===== src/rtl/pcs_rx_block_lock_pkg.sv =====
// Shared PCS receive definitions: sync-header codes, block-lock FSM states
// and the default lock/unlock thresholds.
package pcs_rx_block_lock_pkg;

  localparam logic [1:0] SH_DATA = 2'b01;
  localparam logic [1:0] SH_CTRL = 2'b10;

  localparam int unsigned LOCK_COUNT_DEF    = 64;
  localparam int unsigned INVALID_LIMIT_DEF = 16;

  typedef enum logic [1:0] {
    RESET_CNT = 2'd0,
    TEST_SH   = 2'd1,
    SLIP      = 2'd2
  } lock_state_e;

  // A sync header is valid only when its two bits differ.
  function automatic logic sh_is_valid(input logic [1:0] sh);
    return (sh == SH_DATA) || (sh == SH_CTRL);
  endfunction

endpackage


===== src/rtl/pcs_rx_block_lock.sv =====
// Block-lock controller for the 10G PCS receive path.
// Watches the sync header of each 66-bit block, commands gearbox bit-slips
// until alignment is found, then holds lock until too many headers go bad.
//
// Ports:
//   clk             PCS RX clock
//   rst             asynchronous active-low reset
//   in_header       sync header of the current block
//   in_header_valid in_header qualified this cycle
//   in_data_valid   payload valid from the gearbox
//   out_block_lock  block alignment acquired (registered)
//   out_slip        one-cycle bit-slip request to the gearbox (registered)
//   out_data_valid  in_data_valid gated by lock (combinational)
//   out_sh_invalid  previous qualified header was invalid (registered)
module pcs_rx_block_lock
  import pcs_rx_block_lock_pkg::*;
#(
  parameter int unsigned LOCK_COUNT    = LOCK_COUNT_DEF,
  parameter int unsigned INVALID_LIMIT = INVALID_LIMIT_DEF,
  parameter int unsigned SLIP_WAIT     = 4,
  parameter int unsigned CNT_WIDTH     = 7
) (
  input  logic       clk,
  input  logic       rst,
  input  logic [1:0] in_header,
  input  logic       in_header_valid,
  input  logic       in_data_valid,
  output logic       out_block_lock,
  output logic       out_slip,
  output logic       out_data_valid,
  output logic       out_sh_invalid
);

  lock_state_e          state_q, state_d;
  logic [CNT_WIDTH-1:0] sh_cnt_q, sh_cnt_d;
  logic [CNT_WIDTH-1:0] inv_cnt_q, inv_cnt_d;
  logic [CNT_WIDTH-1:0] slip_timer_q, slip_timer_d;
  logic                 lock_d, slip_d, sh_inv_d;
  logic                 hdr_bad;
  logic [CNT_WIDTH-1:0] sh_inc, inv_inc;

  // State and output registers.
  always_ff @(posedge clk or negedge rst) begin
    if (!rst) begin
      state_q        <= RESET_CNT;
      sh_cnt_q       <= '0;
      inv_cnt_q      <= '0;
      slip_timer_q   <= '0;
      out_block_lock <= 1'b0;
      out_slip       <= 1'b0;
      out_sh_invalid <= 1'b0;
    end else begin
      state_q        <= state_d;
      sh_cnt_q       <= sh_cnt_d;
      inv_cnt_q      <= inv_cnt_d;
      slip_timer_q   <= slip_timer_d;
      out_block_lock <= lock_d;
      out_slip       <= slip_d;
      out_sh_invalid <= sh_inv_d;
    end
  end

  // Next-state, counter and output logic.
  always_comb begin
    state_d      = state_q;
    sh_cnt_d     = sh_cnt_q;
    inv_cnt_d    = inv_cnt_q;
    slip_timer_d = slip_timer_q;
    lock_d       = out_block_lock;
    slip_d       = 1'b0;
    sh_inv_d     = 1'b0;
    hdr_bad      = !sh_is_valid(in_header);
    sh_inc       = sh_cnt_q + CNT_WIDTH'(1);
    inv_inc      = inv_cnt_q + CNT_WIDTH'(hdr_bad);

    case (state_q)
      RESET_CNT: begin
        sh_cnt_d  = '0;
        inv_cnt_d = '0;
        state_d   = TEST_SH;
      end

      TEST_SH: begin
        if (in_header_valid) begin
          sh_cnt_d  = sh_inc;
          inv_cnt_d = inv_inc;
          sh_inv_d  = hdr_bad;
          // Rule order matters: an invalid-limit hit beats window completion.
          if (hdr_bad && !out_block_lock) begin
            state_d      = SLIP;
            slip_d       = 1'b1;
            slip_timer_d = '0;
          end else if (hdr_bad && (inv_inc == CNT_WIDTH'(INVALID_LIMIT))) begin
            lock_d       = 1'b0;
            state_d      = SLIP;
            slip_d       = 1'b1;
            slip_timer_d = '0;
          end else if (sh_inc == CNT_WIDTH'(LOCK_COUNT)) begin
            if (inv_inc == '0) begin
              lock_d = 1'b1;
            end
            state_d = RESET_CNT;
          end
        end
      end

      SLIP: begin
        // The entry cycle counts as the first of the SLIP_WAIT settle cycles.
        lock_d       = 1'b0;
        slip_timer_d = slip_timer_q + CNT_WIDTH'(1);
        if (slip_timer_q == CNT_WIDTH'(SLIP_WAIT - 1)) begin
          state_d = RESET_CNT;
        end
      end

      default: begin
        state_d = RESET_CNT;
      end
    endcase
  end

  assign out_data_valid = in_data_valid & out_block_lock;

endmodule


===== config.mk =====
export PLATFORM = sky130hd
export DESIGN_NAME = pcs_rx_block_lock
export DESIGN_NICKNAME = d
export VERILOG_FILES = /design/src/rtl/pcs_rx_block_lock_pkg.sv /design/src/rtl/pcs_rx_block_lock.sv
export SDC_FILE = /design/constraint.sdc
export NUM_CORES = 1
export LEC_CHECK = 0
export ABC_AREA = 1
export CORE_MARGIN = 2
export CORE_UTILIZATION = 35
export CTS_CLUSTER_SIZE = 24
export DETAILED_ROUTE_END_ITERATION = 16
export PLACE_DENSITY = 0.5
export SETUP_SLACK_MARGIN = 0.4
export SLEW_MARGIN = 20
export SYNTH_ARGS = -nofsm -noshare
export SYNTH_HDL_FRONTEND = slang
export SYNTH_SLANG_ARGS = --single-unit

===== constraint.sdc =====
create_clock -name clk -period 2.8 [get_ports clk]
set_clock_uncertainty 0.2 [all_clocks]
set_input_delay 0.84 -clock clk [delete_from_list [all_inputs] [get_ports clk]]
set_output_delay 0.84 -clock clk [all_outputs]
set_load 0.02 [all_outputs]

==> results of run 1 <==
[synthesized netlist by cell type, drive strengths merged]
master | number | area share [%]
xor2 | 6 | 3.7
a21oi | 3 | 1.0
nor2 | 22 | 7.0
nand3 | 15 | 6.3
clkbuf | 1 | 0.26
dfrtp | 26 | 45
nand2 | 47 | 13
ha | 4 | 3.5
o32ai | 1 | 0.61
o21ai | 12 | 4.2
or2 | 1 | 0.44
a31oi | 2 | 0.87
xnor2 | 2 | 1.2
o22ai | 7 | 3.0
inv | 30 | 8.0
nand4 | 3 | 1.3
nor3 | 1 | 0.35
[cell type report]
type / instances / area, sq um
clock buffer: 4 / 55.1
fill: 396 / 2100
inverter: 30 / 118
multi-input combinational: 126 / 764
sequential: 26 / 651
tap: 50 / 62.6
timing repair buffer: 24 / 223
[metrics by stage]
step	util, %	setup slack, ns
detailed placement	43.7	-0.365
global route	47.2	0.264
floorplan	-	0.271
global placement	43.7	-0.368
CTS	45.5	0.355
finish	47.2	0.410
[worst max-delay path: stages]
cell and delay [ns]:
buf_8 0.10, xor2_4 0.17, inv_2 0.06, ha_4 0.14, ha_4 0.15, nand3_4 0.10, xor2_2 0.24, nor2_4 0.05
nand3_2 0.08, nand2_2 0.07, nand2_4 0.08, inv_6 0.05, or2_1 0.19
[kinds of logic (layout without fill, tap and decap cells)]
family,count (synthesis),count (layout),synth area share [%]
flops,26,26,45.2
fa+ha+maj,4,4,3.48
compound gates,25,25,9.74
simple gates,89,89,28.4
xor+xnor,8,8,4.87
buf+inv,31,58,8.26
[state kept, by name, summed over array words and instances, names as in the netlist]
| register | cells |
|---|---|
| state_q | 2 |
| out_block_lock | 1 |
| out_sh_invalid | 1 |
| inv_cnt_q | 7 |
| out_slip | 1 |
| slip_timer_q | 7 |
| sh_cnt_q | 7 |
[power by group through the flow]
stage | Sequential (mW) | Clock [mW] | Combinational, mW
floorplan | 0.532 | 0 | 0.277
global placement | 0.529 | 0 | 0.441
detailed placement | 0.532 | 0 | 0.443
CTS | 0.525 | 0.249 | 0.460
global route | 0.538 | 0.265 | 0.553
finish | 0.526 | 0.240 | 0.481
[what timing repair did]
| action | 4_1_cts | 5_1_grt |
|---|---|---|
| resized for setup | 21 | 16 |
| cloned | 0 | 0 |
| endpoints found under the setup margin | 16 | 12 |
| setup buffers | 1 | 2 |
| pin swaps | 9 | 13 |
[layer usage]
metal	vias to the layer above	track usage [%]
li1	638	-
met1	596	20.4
met2	16	26.8
met3	4	1.97
met4	0	5.50
met5	-	0
[worst max-delay path by stage]
stage | startpoint | endpoint | cells after the start
detailed placement | in_header[0] | slip_timer_q[2]$_DFFE_PN0P_ | 15
finish | in_header[0] | state_q[1]$_DFFE_PN0P_ | 13
CTS | in_header[1] | slip_timer_q[3]$_DFFE_PN0P_ | 15
floorplan | in_header[0] | state_q[1]$_DFFE_PN0P_ | 12
global route | in_header[0] | out_block_lock$_DFFE_PN0P_ | 17
global placement | in_header[0] | out_block_lock$_DFFE_PN0P_ | 17
==> results.md, run 1 <==
- FMAX: 0.418 GHz
- Area after DPL: approximately 0.0017 sq mm
- Die Wd: 68.1 um
- Part of the Yosys area used for sequential elements: 45.2%
- Seq pwr share: between 40% and 50%
- Die area: 0.00464 sq mm
- Area of the mapped netlist: 0.00144 sq mm
- Peak fanout along the critical path: 7
- Setup Viol. Count Final: 0
- Num CTS Buffers: 3
- Tmin final: ~2.4 ns
- Yosys reg bits: 26
- Nets: 221
- Floorplan die height: 68.1 um
- Pwr Density: approximately 670 mW/mm^2
- Finished Cell Area: ~0.0019 sq mm
- Iteration-0 DRC count of the detailed router: 70
- Worst-path clk slew: around 0.090 ns
- GPL Wtd Cong: 0.749
- Pre-antenna DRT Iters: 4
- Drt via density: 4.82
- Hold endpoint: slip_timer_q[0]$_DFFE_PN0P_
- Leakage power: between 0.8 and 0.9 nW
- DRC viols: 0
- Commonest non-fill, non-tap cell in the layout: nand2_1
- Worst path required time: roughly 2.8 ns
- Port Buffers: 9
- Mapped Avg Cell Area: 7.86 sq um
- Ant. Diodes: 0
- # hold bufs at CTS: 0
- Pwr Total: 1.25 mW
- Final Hold Fails: 0
- Top layer in use: met4
- Layout cell share with drive strength beyond 1: between 20% and 30%
- Pin count of the biggest net entering global routing: 27
- Most frequent cells in the layout: nand2_1 (40), dfrtp_1 (26), inv_1 (25)
- Antenna violations before repair: 0
- Clock share of power: 19.3%
- Syn Nets: 193
- CTS Sinks: 26
- Vias in the first global route: 1282
- Worst Hold Path Cells: 1
- Wire length on met1: 1490 um
- Peak VDD IR: between 0.2 and 0.25 mV
- CP endpoint kind: flop
- HP Class: flop to flop
- CTS tree: built
- DRT Wirelength: 3130 um
- Max_cap viols: 0
- Total placed cells including tap cells: between 200 and 300
- GR Overflow Total: 0
- RSZ-0062 raised after global routing: yes
- R2r worst-path depth: 12
- Antenna viol nets, final: 0
- Status: finished, final reports clean
- Setup TNS: 0 ns
- Final cell count without fillers: 260
- Logic gate share of total power: roughly 39%
- IO Pins: 10
- Internal power: ~800 uW
- Least-Margin Pin Slew: 0.356 ns
- Overall Global Routing Usage: 15.7%
- Net Sw Frac: between 30 and 40%
- Ys Warns: 0
- P_sw: approximately 470 uW
- HPWL Detailed: 2260 um
- Startpoint Class: input port
- Final Cycle Share: approximately 85%
- WL/cell: approximately 12 um
- CORE AREA: 0.00397 sq mm
- Slew HR: 76.3%
- Synth unique cells: 25
- Hold wc startpoint: slip_timer_q[0]$_DFFE_PN0P_
- Initial core utilization: 36.2%
- Via Count: 1254
- Metal3 WL: 77 um
- Synthesis-to-layout area growth: 30.2%
- Met2 WL post-DR: 1520 um
- Register-to-register setup slack: roughly 0.87 ns
- Clk Latency, worst-skew pair: 0.27 ns
- Reg2Reg Launch Point: inv_cnt_q[0]$_DFFE_PN0P_
- Clock Tree Root: clkbuf_8
- # rows: 23
- Kind of critical path: input port to flop
- Final Max Slew Viols: 0
- Mapped Cells: 183
- # H-tree levels: 1
- Worst hold slack: 0.314 ns
- R2R Path End: out_slip$_DFF_PN0_
- Worst EP arrival: about 2.4 ns
- Clock tree buffer depth: 2
- First-pass GRT wire length: 5510 um
No activity file was read; power rests on OpenSTA's default activity.
==> run 2, diff against run 1 <==
--- a/config.mk
+++ b/config.mk
@@ -11,7 +11,6 @@
 export CTS_CLUSTER_SIZE = 24
 export DETAILED_ROUTE_END_ITERATION = 16
 export PLACE_DENSITY = 0.5
-export SETUP_SLACK_MARGIN = 0.4
 export SLEW_MARGIN = 20
 export SYNTH_ARGS = -nofsm -noshare
 export SYNTH_HDL_FRONTEND = slang
==> results.md, run 2 (synthesis results as in run 1) <==
- Final Max Slew Viols: 0 (unchanged)
- Least-Margin Pin Slew: 0.370 ns (+0.0148 ns)
- CP endpoint kind: flop
- Vias in the first global route: 1193 (-6.9%)
- Clock tree buffer depth: 2 (unchanged)
- Reg2Reg Launch Point: inv_cnt_q[0]$_DFFE_PN0P_
- First-pass GRT wire length: 5200 um (-5.6%)
- Worst EP arrival: 2.61 ns (+0.26 ns)
- Finished Cell Area: 0.00174 sq mm (-6.9%)
- CTS tree: built
- GR Overflow Total: 0 (unchanged)
- Commonest non-fill, non-tap cell in the layout: nand2_1
- Initial core utilization: 36.2% (unchanged)
- # H-tree levels: 1 (unchanged)
- Nets: 215 (-2.7%)
- Seq pwr share: 43.4% (+1.2 points)
- Peak VDD IR: 0.375 mV (+52%)
- Biggest regs: inv_cnt_q (7), sh_cnt_q (7), slip_timer_q (7)
- Register-to-register setup slack: 0.82 ns (-0.05 ns)
- Peak fanout along the critical path: 7 (unchanged)
- Antenna violations before repair: 0 (unchanged)
- Area after DPL: 0.00166 sq mm (-4.3%)
- WL/cell: 11.4 um (-4.8%)
- Clock Tree Root: clkbuf_8
- RSZ-0062 raised after global routing: no
- Worst Hold Path Cells: 1 (unchanged)
- GPL Wtd Cong: 0.747 (-0.25%)
- Clk Latency, worst-skew pair: 0.27 ns (about the same)
- Net Sw Frac: 38.0% (+0.33 points)
- HPWL Detailed: 2160 um (-4.4%)
- Worst path required time: 2.77 ns (about the same)
- Pre-antenna DRT Iters: 4 (unchanged)
- Port Buffers: 9 (unchanged)
- Clock share of power: 20.5% (+1.2 points)
- R2r worst-path depth: 13 (+1)
- Die area: 0.00464 sq mm (unchanged)
- Overall Global Routing Usage: 15.0% (-0.70 points)
- Iteration-0 DRC count of the detailed router: 62 (-11%)
- Hold endpoint: slip_timer_q[0]$_DFFE_PN0P_
- Max_cap viols: 0 (unchanged)
- Hold wc startpoint: slip_timer_q[0]$_DFFE_PN0P_
- Via Count: 1210 (-3.5%)
- CORE AREA: 0.00397 sq mm (unchanged)
- CTS Sinks: 26 (unchanged)
- Leakage power: 0.823 nW (-5.7%)
- Logic gate share of total power: 36.1% (-2.5 points)
- Pin count of the biggest net entering global routing: 27 (unchanged)
- Pwr Total: 1.21 mW (-3.0%)
- Most frequent cells in the layout: nand2_1 (44), inv_1 (28), dfrtp_1 (26)
- Setup TNS: 0 ns (unchanged)
- Pwr Density: 694 mW/mm^2 (+4.2%)
- Num CTS Buffers: 3 (unchanged)
- Ant. Diodes: 0 (unchanged)
- HP Class: flop to flop
- Antenna viol nets, final: 0 (unchanged)
- Startpoint Class: input port
- Layout cell share with drive strength beyond 1: 14.2% (-9.6 points)
- Kind of critical path: input port to flop
- Internal power: 750 uW (-3.6%)
- # rows: 23 (unchanged)
- # hold bufs at CTS: 0 (unchanged)
- FMAX: 0.379 GHz (-9.5%)
- Worst-path clk slew: 0.09 ns (about the same)
- Die Wd: 68.1 um (unchanged)
- IO Pins: 10 (unchanged)
- Drt via density: 4.76 (-1.2%)
- DRC viols: 0 (unchanged)
- Final Cycle Share: 94.3% (+8.9 points)
- Tmin final: 2.64 ns (+0.250 ns)
- DRT Wirelength: 2910 um (-7.0%)
- Floorplan die height: 68.1 um (unchanged)
- Synthesis-to-layout area growth: 21.1%
- P_sw: 460 uW (-2.2%)
- Status: finished, final reports clean
- Setup Viol. Count Final: 0 (unchanged)
- Slew HR: 75.3% (-0.99 points)
- R2R Path End: state_q[1]$_DFFE_PN0P_
- Final Hold Fails: 0 (unchanged)
## run 2: worst max path at each step
stage                  startpoint                          to
floorplan            in_header[1]      state_q[1]$_DFFE_PN0P_
global placement     in_header[0]      state_q[1]$_DFFE_PN0P_
detailed placement   in_header[1]      state_q[1]$_DFFE_PN0P_
CTS                 in_data_valid              out_data_valid
global route         in_header[1]  out_block_lock$_DFFE_PN0P_
finish               in_header[1]      state_q[1]$_DFFE_PN0P_
## run 2: critical path: stages
cell           delay, ns
dlygate4sd2_1       0.26
xor2_2              0.17
inv_1               0.09
ha_4                0.14
ha_4                0.13
nand3_2             0.09
buf_4               0.17
nor2_2              0.07
nand2_1             0.06
nand2_2             0.08
inv_2               0.04
nand3_2             0.07
nand2_2             0.07
nand2_4             0.07
inv_4               0.06
or2_1               0.20
## run 2: layer usage
| metal | global-route usage (%) | vias to the layer above | wire (um) |
|---|---|---|---|
| met3 | 2.14 | 4 | 67 |
| met4 | 5.25 | 0 | 36 |
| met2 | 25.4 | 15 | 1380 |
| li1 | - | 628 | - |
| met5 | 0 | - | 0 |
| met1 | 19.5 | 563 | 1420 |
## run 2: metrics by stage
step | std cells | hold slack, ns | util, % | setup slack (ns)
detailed placement | 250 | 0.314 | 41.9 | -0.423
floorplan | 183 | 0.276 | - | 0.0274
global route | 254 | 0.352 | 43.9 | 0.000550
finish | 254 | 0.326 | 43.9 | 0.160
CTS | 254 | 0.329 | 44.0 | 0.0112
global placement | 250 | 0.300 | 41.9 | -0.393
## run 2: layout make-up
class | count | area [sq um]
Multi-Input combinational cell | 126 | 709
Clock buffer | 4 | 55.1
Sequential cell | 26 | 651
Inverter | 30 | 115
Fill cell | 396 | 2230
Timing Repair Buffer | 18 | 150
Tap cell | 50 | 62.6
## run 2: timing repair
item / in CTS / in global routing
setup buffers: 0 / 0
cloned: 0 / 0
gates resized for setup: 8 / 2
setup endpoints to repair: 10 / 1
## run 2: power groups by stage
stage	logic [mW]	clock network, mW	registers [mW]
floorplan	0.265	0	0.528
global placement	0.427	0	0.523
detailed placement	0.438	0	0.528
CTS	0.444	0.261	0.524
global route	0.501	0.279	0.538
finish	0.436	0.249	0.525
==> run 3, diff against run 2 <==
--- a/config.mk
+++ b/config.mk
@@ -5,12 +5,12 @@
 export SDC_FILE = /design/constraint.sdc
 export NUM_CORES = 1
 export LEC_CHECK = 0
-export ABC_AREA = 1
+export ABC_AREA = 0
 export CORE_MARGIN = 2
-export CORE_UTILIZATION = 35
+export CORE_UTILIZATION = 55
 export CTS_CLUSTER_SIZE = 24
 export DETAILED_ROUTE_END_ITERATION = 16
-export PLACE_DENSITY = 0.5
+export PLACE_DENSITY = 0.73
 export SLEW_MARGIN = 20
 export SYNTH_ARGS = -nofsm -noshare
 export SYNTH_HDL_FRONTEND = slang
==> results.md, run 3 <==
- Mapped Cells: 149 (-19%)
- Antenna violations before repair: 0 (unchanged)
- Part of the Yosys area used for sequential elements: 45.8% (+0.60 points)
- CTS Sinks: 26 (unchanged)
- Pin count of the biggest net entering global routing: 27 (unchanged)
- Clock tree buffer depth: 2 (unchanged)
- Net Sw Frac: 34.8% (-3.2 points)
- Syn Nets: 159 (-18%)
- Met1 usage: 32.3% (+13 points)
- Die area: 0.00300 sq mm (-35%)
- Synth async-reset ratio: 100% (unchanged)
- Least-Margin Pin Slew: 0.480 ns (+0.109 ns)
- Internal power: 783 uW (+4.3%)
- Max_cap viols: 0 (unchanged)
- GPL Wtd Cong: 0.862 (+15%)
- Seq pwr share: 47.3% (+3.9 points)
- CTS tree: built
- WL/cell: 16.3 um (+43%)
- First-pass GRT wire length: 5280 um (+1.5%)
- Clock share of power: 21.6% (+1.1 points)
- CP endpoint kind: output pin
- Setup Viol. Count Final: 0 (unchanged)
- Ys Warns: 0 (unchanged)
- Nets: 182 (-15%)
- Grt met3 use: 2.46% (+0.32 points)
- Iteration-0 DRC count of the detailed router: 21 (-66%)
- Port Buffers: 9 (unchanged)
- Clock Tree Root: clkbuf_4
- GRT busiest layer: met2
- Synthesis-to-layout area growth: 21.3%
- Logic gate share of total power: 31.0% (-5.1 points)
- Die Wd: 54.8 um (-20%)
- Via Count: 1202 (-0.66%)
- Tmin final: 2.75 ns (+0.106 ns)
- Ant. Diodes: 0 (unchanged)
- RSZ-0062 raised after global routing: no
- Startpoint Class: input port
- P_sw: 418 uW (-9.1%)
- Commonest non-fill, non-tap cell in the layout: dfrtp_1
- Status: finished, final reports clean
- Leakage power: 0.730 nW (-11%)
- Most frequent cells after synthesis: dfrtp_1 (26), nand2_1 (20), o21ai_0 (16)
- # rows: 18 (-22%)
- Setup TNS: 0 ns (unchanged)
- Slew HR: 67.6% (-7.6 points)
- Kind of critical path: input port to output pin
- Top-count cell post-synth: dfrtp_1
- Pwr Total: 1.20 mW (-0.77%)
- CORE AREA: 0.00245 sq mm (-38%)
- Main synth FF type: dfrtp_1
- Clk Latency, worst-skew pair: 0.32 ns (+0.05 ns)
- Worst EP arrival: 1.71 ns (-0.90 ns)
- Yosys reg bits: 26 (unchanged)
- Met2 usage: 41.9% (+17 points)
- Most frequent cells in the layout: dfrtp_1 (26), nand2_1 (20), o21ai_0 (16)
- Final Cycle Share: 98.1% (+3.8 points)
- DRC viols: 0 (unchanged)
- Pwr Density: 697 mW/mm^2 (+0.38%)
- Num CTS Buffers: 3 (unchanged)
- IO Pins: 10 (unchanged)
- Final Hold Fails: 0 (unchanged)
- Worst path required time: 1.76 ns (-1.01 ns)
- Biggest regs: inv_cnt_q (7), sh_cnt_q (7), slip_timer_q (7)
- HPWL Detailed: 2350 um (+8.8%)
- Layout Utilization: 70.2% (+26 points)
- # H-tree levels: 1 (unchanged)
- Worst-path clk slew: 0.14 ns (+0.05 ns)
- Final Max Slew Viols: 0 (unchanged)
- Pre-antenna DRT Iters: 4 (unchanged)
- Total placed cells including tap cells: 196 (-22%)
- Peak fanout along the critical path: 1 (-6)
- Post-synth EDFFs: 0 (unchanged)
- Synth unique cells: 39 (+56%)
- Final cell count without fillers: 201 (-21%)
- Overall Global Routing Usage: 24.8% (+9.8 points)
- Floorplan die height: 54.8 um (-20%)
- GR Overflow Total: 0 (unchanged)
- Layout cell share with drive strength beyond 1: 17.0% (+2.7 points)
- Initial core utilization: 57.8% (+22 points)
- Mapped Avg Cell Area: 9.53 sq um (+21%)
- Register-to-register setup slack: 0.47 ns (-0.35 ns)
- Synth area leader: dfrtp_1
- Peak VDD IR: 0.409 mV (+9.1%)
- HP Class: flop to flop
- Drt via density: 5.98 (+26%)
- Antenna viol nets, final: 0 (unchanged)
- FMAX: 0.364 GHz (-3.9%)
- Synth top area cells: dfrtp_1 (46%), o21ai_0 (5.6%), nand2_1 (5.3%)
- Top cell type's share of synthesized area: 45.8% (+0.60 points)
- Area of the mapped netlist: 0.00142 sq mm (-1.3%)
- Vias in the first global route: 1199 (+0.50%)
- DRT Wirelength: 3290 um (+13%)
[run 3: cell count changes after synthesis, sizes merged, moves of 3 or more]
cell,delta
a22o,+3
inv,-27
a21o,+4
nand3,-7
o21ai,+6
nor2,-10
nor4,+3
nand2,-27
o22ai,-7
clkbuf,+3
[run 3: per-layer routing]
layer  routed length (um)  part of all wire [%]  up-vias
li1                     -                     -      588
met1                 1520                    46      586
met2                 1660                    50       24
met3                   81                   2.5        4
met4                   28                  0.85        0
met5                    0                     0        -
[run 3: final cells by class]
cell class              count  area [sq um]
well taps                  30          37.5
repair buffers             22           178
flip-flops and latches     26           651
clock inverters             1          30.0
clock buffers               3          22.5
fillers                   202           732
multi-input cells         116           793
inverters                   3          11.3
[run 3: stage by stage]
step | worst slack, ns | hold WS [ns] | cell area, sq um
floorplan | 0.00226 | 0.287 | 1460
global placement | -0.607 | 0.321 | 1670
detailed placement | -0.719 | 0.325 | 1670
CTS | -0.00127 | 0.349 | 1720
global route | 0.00325 | 0.373 | 1720
finish | 0.0540 | 0.348 | 1720
[run 3: path summary, 6_finish.rpt]
path | start | endpoint | cells past startpoint
setup / recovery | in_data_valid | out_data_valid | 3
setup reg to reg | inv_cnt_q[0]$_DFFE_PN0P_ | out_block_lock$_DFFE_PN0P_ | 7
hold / removal | inv_cnt_q[6]$_DFFE_PN0P_ | inv_cnt_q[6]$_DFFE_PN0P_ | 1
hold reg to reg | inv_cnt_q[6]$_DFFE_PN0P_ | inv_cnt_q[6]$_DFFE_PN0P_ | 1
max in group asynchronous | rst | sh_cnt_q[1]$_DFFE_PN0P_ | 2
min in group asynchronous | rst | out_block_lock$_DFFE_PN0P_ | 2
[run 3: power by group through the flow]
stage	registers (mW)	logic, mW	clock network [mW]
CTS	0.567	0.370	0.266
global placement	0.564	0.341	0
floorplan	0.544	0.252	0
finish	0.568	0.373	0.260
detailed placement	0.575	0.368	0
global route	0.584	0.407	0.284
[run 3: critical path, cell delays in order]
cell	delay [ns]
clkdlybuf4s50_1	0.46
and2_1	0.11
clkdlybuf4s15_1	0.29
[run 3: repair_timing]
item / CTS / global route
hold buffers: 0 / 0
setup endpoints to repair: 12 / 11
pin swaps: 6 / 1
gates cloned: 1 / 0
resized for setup: 9 / 1
setup buffers: 0 / 0
[run 3: cells by family (layout without fill, tap and decap cells)]
family	count (synthesis)	after routing	share of synthesized area (%)
simple gates	57	57	20.4
compound gates	44	45	21.9
flops	26	26	45.8
xor+xnor	10	10	6.17
buf+inv	8	29	2.20
fa+ha+maj	4	4	3.52
